<file path="config.mk">
export PLATFORM = sky130hd
export DESIGN_NAME = ram_4r1w_bist
export DESIGN_NICKNAME = d
export VERILOG_FILES = /design/src/rtl/ram_4r1w_bist.sv
export SDC_FILE = /design/constraint.sdc
export NUM_CORES = 1
export LEC_CHECK = 0
export BUFFER_PORTS_ARGS = -buffer_cell sky130_fd_sc_hd__buf_2
export CAP_MARGIN = 20
export CORE_MARGIN = 2
export CORE_UTILIZATION = 49
export CTS_CLUSTER_DIAMETER = 120
export CTS_CLUSTER_SIZE = 20
export DETAILED_ROUTE_END_ITERATION = 10
export PLACE_DENSITY_LB_ADDON = 0.1
export SLEW_MARGIN = 0
export SYNTH_ARGS = -nofsm -noshare
export SYNTH_HDL_FRONTEND = slang
export SYNTH_SLANG_ARGS = --single-unit
</file>
<file path="constraint.sdc">
create_clock -name clk -period 4.9 [get_ports clk]
set_input_delay 0.98 -clock clk [delete_from_list [all_inputs] [get_ports clk]]
set_output_delay 0.98 -clock clk [all_outputs]
set_load 0.02 [all_outputs]
</file>
<file path="src/rtl/ram_4r1w_bist.sv">
// Built-in self test for the 4-read/1-write RAM: fills every word with an address-derived
// pattern, reads it back over all four read ports and counts/records mismatches.
module ram_4r1w_bist #(
   parameter int          BLOCKSIZE = 10,
   parameter int          DWIDTH    = 32,
   parameter int          RD_LAT    = 1,
   parameter logic [15:0] SEED      = 16'hA5C3
) (
   input  logic              clk,
   input  logic              rst,
   input  logic              start,
   output logic [BLOCKSIZE:0] w_addr_1,
   output logic [DWIDTH-1:0] w_din_1,
   output logic              w_enb_1,
   output logic [BLOCKSIZE:0] r_addr_1,
   output logic [BLOCKSIZE:0] r_addr_2,
   output logic [BLOCKSIZE:0] r_addr_3,
   output logic [BLOCKSIZE:0] r_addr_4,
   input  logic [DWIDTH-1:0] r_dout_1,
   input  logic [DWIDTH-1:0] r_dout_2,
   input  logic [DWIDTH-1:0] r_dout_3,
   input  logic [DWIDTH-1:0] r_dout_4,
   output logic              busy,
   output logic              done,
   output logic              pass,
   output logic [15:0]       err_cnt,
   output logic [BLOCKSIZE:0] fail_addr,
   output logic [1:0]        fail_port
);

   localparam int AW = BLOCKSIZE + 1;
   localparam logic [AW-1:0] LAST_W = {AW{1'b1}};
   localparam logic [AW-1:0] LAST_R = LAST_W - AW'(3);

   typedef enum logic [2:0] {IDLE, WRITE, DRAIN, READ, FLUSH, DONE} state_t;

   state_t            r_state;
   logic [2:0]        r_flush;
   logic [RD_LAT-1:0] r_vld;
   logic [AW-1:0]     r_base [RD_LAT];

   logic              w_chk_vld;
   logic [AW-1:0]     w_b;
   logic [3:0]        w_mis;
   logic [2:0]        w_nmis;
   logic [1:0]        w_first_port;
   logic [15:0]       w_err_next;

   function automatic logic [31:0] pat(input logic [AW-1:0] a);
      logic [15:0] a16;
      a16 = 16'(a);
      return {SEED ^ a16, a16};
   endfunction

   function automatic logic [15:0] sat_add(input logic [15:0] c, input logic [2:0] n);
      logic [16:0] s;
      s = {1'b0, c} + {14'd0, n};
      return s[16] ? 16'hFFFF : s[15:0];
   endfunction

   // Check stage: the oldest pipeline entry lines up with the returning read data
   always_comb begin
      w_chk_vld = r_vld[RD_LAT-1];
      w_b       = r_base[RD_LAT-1];
      w_mis[0]  = (r_dout_1 != pat(w_b));
      w_mis[1]  = (r_dout_2 != pat(w_b + AW'(1)));
      w_mis[2]  = (r_dout_3 != pat(w_b + AW'(2)));
      w_mis[3]  = (r_dout_4 != pat(w_b + AW'(3)));
      w_nmis    = {2'd0, w_mis[0]} + {2'd0, w_mis[1]} + {2'd0, w_mis[2]} + {2'd0, w_mis[3]};
      if (w_mis[0])      w_first_port = 2'd0;
      else if (w_mis[1]) w_first_port = 2'd1;
      else if (w_mis[2]) w_first_port = 2'd2;
      else               w_first_port = 2'd3;
      w_err_next = w_chk_vld ? sat_add(err_cnt, w_nmis) : err_cnt;
   end

   // Base addresses ride alongside the valid bits; only the valid bits need clearing
   always_ff @(posedge clk) begin
      r_base[0] <= r_addr_1;
      for (int i = 1; i < RD_LAT; i++) r_base[i] <= r_base[i-1];
   end

   always_ff @(posedge clk or posedge rst) begin
      if (rst) begin
         r_state   <= IDLE;
         r_flush   <= 3'd0;
         r_vld     <= '0;
         w_addr_1  <= '0;
         w_din_1   <= '0;
         w_enb_1   <= 1'b0;
         r_addr_1  <= '0;
         r_addr_2  <= '0;
         r_addr_3  <= '0;
         r_addr_4  <= '0;
         busy      <= 1'b0;
         done      <= 1'b0;
         pass      <= 1'b0;
         err_cnt   <= 16'd0;
         fail_addr <= '0;
         fail_port <= 2'd0;
      end else begin
         r_vld[0] <= (r_state == READ);
         for (int i = 1; i < RD_LAT; i++) r_vld[i] <= r_vld[i-1];

         // err_cnt is still zero only until the first mismatching cycle of the run
         err_cnt <= w_err_next;
         if (w_chk_vld && (|w_mis) && (err_cnt == 16'd0)) begin
            fail_addr <= w_b + AW'(w_first_port);
            fail_port <= w_first_port;
         end

         case (r_state)
            IDLE, DONE: begin
               if (start) begin
                  r_state   <= WRITE;
                  w_enb_1   <= 1'b1;
                  w_addr_1  <= '0;
                  w_din_1   <= pat('0);
                  busy      <= 1'b1;
                  done      <= 1'b0;
                  pass      <= 1'b0;
                  err_cnt   <= 16'd0;
                  fail_addr <= '0;
                  fail_port <= 2'd0;
               end
            end
            WRITE: begin
               if (w_addr_1 == LAST_W) begin
                  r_state  <= DRAIN;
                  w_enb_1  <= 1'b0;
                  w_addr_1 <= '0;
                  w_din_1  <= '0;
               end else begin
                  w_addr_1 <= w_addr_1 + AW'(1);
                  w_din_1  <= pat(w_addr_1 + AW'(1));
               end
            end
            DRAIN: begin
               r_state  <= READ;
               r_addr_1 <= AW'(0);
               r_addr_2 <= AW'(1);
               r_addr_3 <= AW'(2);
               r_addr_4 <= AW'(3);
            end
            READ: begin
               if (r_addr_1 == LAST_R) begin
                  r_state  <= FLUSH;
                  r_flush  <= 3'(RD_LAT - 1);
                  r_addr_1 <= '0;
                  r_addr_2 <= '0;
                  r_addr_3 <= '0;
                  r_addr_4 <= '0;
               end else begin
                  r_addr_1 <= r_addr_1 + AW'(4);
                  r_addr_2 <= r_addr_2 + AW'(4);
                  r_addr_3 <= r_addr_3 + AW'(4);
                  r_addr_4 <= r_addr_4 + AW'(4);
               end
            end
            FLUSH: begin
               // The final compare lands in the last flush cycle, so pass uses the updated count
               if (r_flush == 3'd0) begin
                  r_state <= DONE;
                  busy    <= 1'b0;
                  done    <= 1'b1;
                  pass    <= (w_err_next == 16'd0);
               end else begin
                  r_flush <= r_flush - 3'd1;
               end
            end
            default: r_state <= IDLE;
         endcase
      end
   end

endmodule

</file>
==> flow_metrics.tcl <==
set metrics [dict create \
    power.density_mw_per_mm2 290 \
    grt_start_max_net_pins 68 \
    numCtsBuffers 9 \
    max_slew.worst_pin.slew_ps 816 \
    skew_ps 10.8 \
    power_mw 2.23 \
    final_net_count 1054 \
    critPathArrivalTime_ps 4970 \
    peakVddDrop_mv 0.344 \
    clk_latency_ps 350 \
    syn_avg_cell_area_um2 8.81 \
    cap_viol_max_count 0 \
    dp_hpwl_mm 13.6 \
    vias 5987 \
    setup_viol 0 \
    die_w_um 116 \
    fin_util_pct 63.5 \
    rsz0062_at_grt "no" \
    grt_pass1_wl_mm 27.4 \
    synth_top_family_by_area "simple AND/OR/NAND/NOR gates" \
    finalCritPeriodShare_pct 95.7 \
    maxSlewHeadroom_pct 45.5 \
    viasPerCell 5.51 \
    antenna_found_initial 1 \
    track_usage_pct 26.0 \
    yosys.area_share.adder_pct 2.62 \
    core_area_mm2 0.0121 \
    min_period_ps 4690 \
    drc 0 \
    synth-seq-area-share_pct 41.9 \
    clock_path_buffers 2 \
    yosysWarningCount 0 \
    synth_compound_area_share_pct 13.4 \
    grt_pass1_vias 5470 \
    cp_max_fo 3 \
    cp-end-kind "flip-flop" \
    required_ps 5180 \
    port_buffers 238 \
    finalHoldViolations 0 \
    synthArstFlopShare_pct 91.3 \
    hold_path_class "reg -> reg" \
    synth_xor_area_share_pct 3.87 \
    synth_cell_type_count 60 \
    cts_root_buf "clkbuf_16" \
    cp-start-kind "input port" \
    syn-cell-area_mm2 0.00611 \
    drtIter0Drc 381 \
    ant_nets 0 \
    cts_sinks 104 \
    synth_cells 693 \
    drtPass1Iterations 5 \
    drive_above_1_share_pct 32.8 \
    dieArea_mm2 0.0134 \
    p_leak_nw 3.84 \
    synth-simple-area-share_pct 29.1 \
    initial_core_util_pct 50.4 \
    num_io_pins 251 \
    cts_tree "built" \
    die_h_um 116 \
    htreeDepth 3 \
    worstSetupPathType "in -> reg" \
    synthFlopType "dfrtp_1" \
    synth-seq-cells 104 \
    clk_pin_slew_ps 70 \
    wirelength_mm 17.8 \
    synth_edf_count 0 \
    max_clock_freq_mhz 213 \
    place_congestion 0.946 \
    overflow 0 \
    wire_per_inst_um 16.4 \
    run_status "completed" \
    drv_slew 0 \
    synth.area.mux_share_pct 2.15 \
    syn2layout_area_growth_pct 26.0 \
    rows 40 \
]
[power by group]
part	switching, mW	internal [mW]	total (mW)
clock network	0.327	0.464	0.791
logic	0.281	0.174	0.455
registers	0.0746	0.912	0.987
total	0.682	1.55	2.23
[cells in the mapped netlist, types with 7 or more instances]
cell / instances / area share (%)
dfrtp_1: 95 / 39
nand2_1: 78 / 4.8
nor2_1: 61 / 3.8
o21ai_0: 54 / 4.4
and3_1: 34 / 3.5
buf_4: 32 / 3.9
nor3_1: 30 / 2.5
nand3_1: 25 / 2.0
a21oi_1: 24 / 2.0
clkbuf_1: 19 / 1.2
xnor2_1: 15 / 2.2
nand4_1: 14 / 1.4
o22ai_1: 14 / 1.4
o21ai_1: 13 / 1.1
mux2i_1: 12 / 2.0
xor2_1: 12 / 1.7
buf_2: 11 / 0.90
and3b_1: 10 / 1.4
nand2b_1: 10 / 1.0
nor3b_1: 10 / 1.2
a22o_1: 9 / 1.3
dfxtp_1: 9 / 3.0
ha_1: 8 / 1.6
inv_1: 8 / 0.49
nor4_1: 7 / 0.72
or3_1: 7 / 0.72
[layout by cell type (no fill, tap or decap), types with 12 or more instances in the layout]
cell type / netlist / final
nor3_1: 30 / 30
buf_4: 32 / 23
and3_1: 34 / 34
conb_1: 1 / 12
nand4_1: 14 / 14
mux2i_1: 12 / 12
nand3_1: 25 / 25
o22ai_1: 14 / 14
buf_2: 11 / 238
o21ai_0: 54 / 54
nor2_1: 61 / 61
xnor2_1: 15 / 15
nand2_1: 78 / 78
xor2_1: 12 / 12
dfrtp_1: 95 / 95
o21ai_1: 13 / 13
a21oi_1: 24 / 24
[critical path, cell delays in order]
cell and delay [ps]:
buf_2 110, nor4bb_2 280, nand4_1 140, or4_4 570, or2_2 330, fa_1 500, fa_2 430, fa_2 400
nand3_1 160, nor4_2 70, nand3_1 100, xor2_1 140, and2_1 170, or4b_1 440, o21ai_1 140
[final timing paths]
| kind | end | slack [ps] | cells after the start | start |
|---|---|---|---|---|
| worst max register to register | pass$_DFFE_PP0P_ | 600 | 14 | r_base[0][6]$_DFF_P_ |
| worst min register to register | r_base[0][3]$_DFF_P_ | 460 | 0 | r_addr_1[3]$_DFFE_PP0P_ |
| max in group asynchronous | r_addr_1[4]$_DFFE_PP0P_ | 3200 | 3 | rst |
| worst min-delay path | r_base[0][3]$_DFF_P_ | 460 | 0 | r_addr_1[3]$_DFFE_PP0P_ |
| worst max-delay path | pass$_DFFE_PP0P_ | 210 | 15 | r_dout_1[12] |
| min in group asynchronous | err_cnt[10]$_DFF_PP0_ | 790 | 2 | rst |
[sequential cells by signal, indices dropped and copies added (netlist names), 3 cells and up]
register,cells
err_cnt,16
fail_addr,11
r_addr_1,9
r_addr_2,9
r_addr_3,9
r_addr_4,10
r_base,9
r_flush,3
r_state,3
w_addr_1,10
w_din_1,8
[cell families after synthesis]
| family | Yosys count |
|---|---|
| AO/OA/AOI/OAI | 139 |
| multiplexers | 13 |
| adder cells (fa/ha/maj) | 11 |
| flip-flops | 104 |
| buffers and inverters | 73 |
| AND/OR/NAND/NOR | 325 |
| XOR/XNOR | 27 |
| other | 1 |
[layer usage]
layer / wire, um / global-route usage [%] / up-vias
li1: - / - / 2886
met1: 7450 / 33.1 / 2860
met2: 8760 / 44.5 / 209
met3: 1150 / 4.92 / 32
met4: 442 / 9.21 / 0
met5: 0 / 0 / -
[stage by stage]
step                      TNS, ps  instance area, um2  hold slack [ps]  setup WS, ps  instances
after detailed placement     -327                7320              443          -327       1067
after global routing            0                7690              477          15.0       1086
after CTS                       0                7650              458          21.4       1083
after floorplan                 0                6150              496          42.3        704
final                           0                7690              456           210       1086
after global placement       -239                7320              432          -239       1067
[repair_timing]
item                                    CTS  global route
buffers inserted                          0             2
hold buffers                              0             0
resized for setup                         0             6
endpoints found under the setup margin    0             1
endpoints found under the hold margin     0             0
[final cells by class]
type	instances	area, um2
Timing Repair Buffer	261	1360
Antenna cell	1	2.50
Sequential cell	104	2560
Clock buffer	10	239
Multi-Input combinational cell	527	3190
Fill cell	1118	4420
Clock inverter	6	91.3
Inverter	9	36.3
Tap cell	168	210
Power figures use the tool's default switching activity.
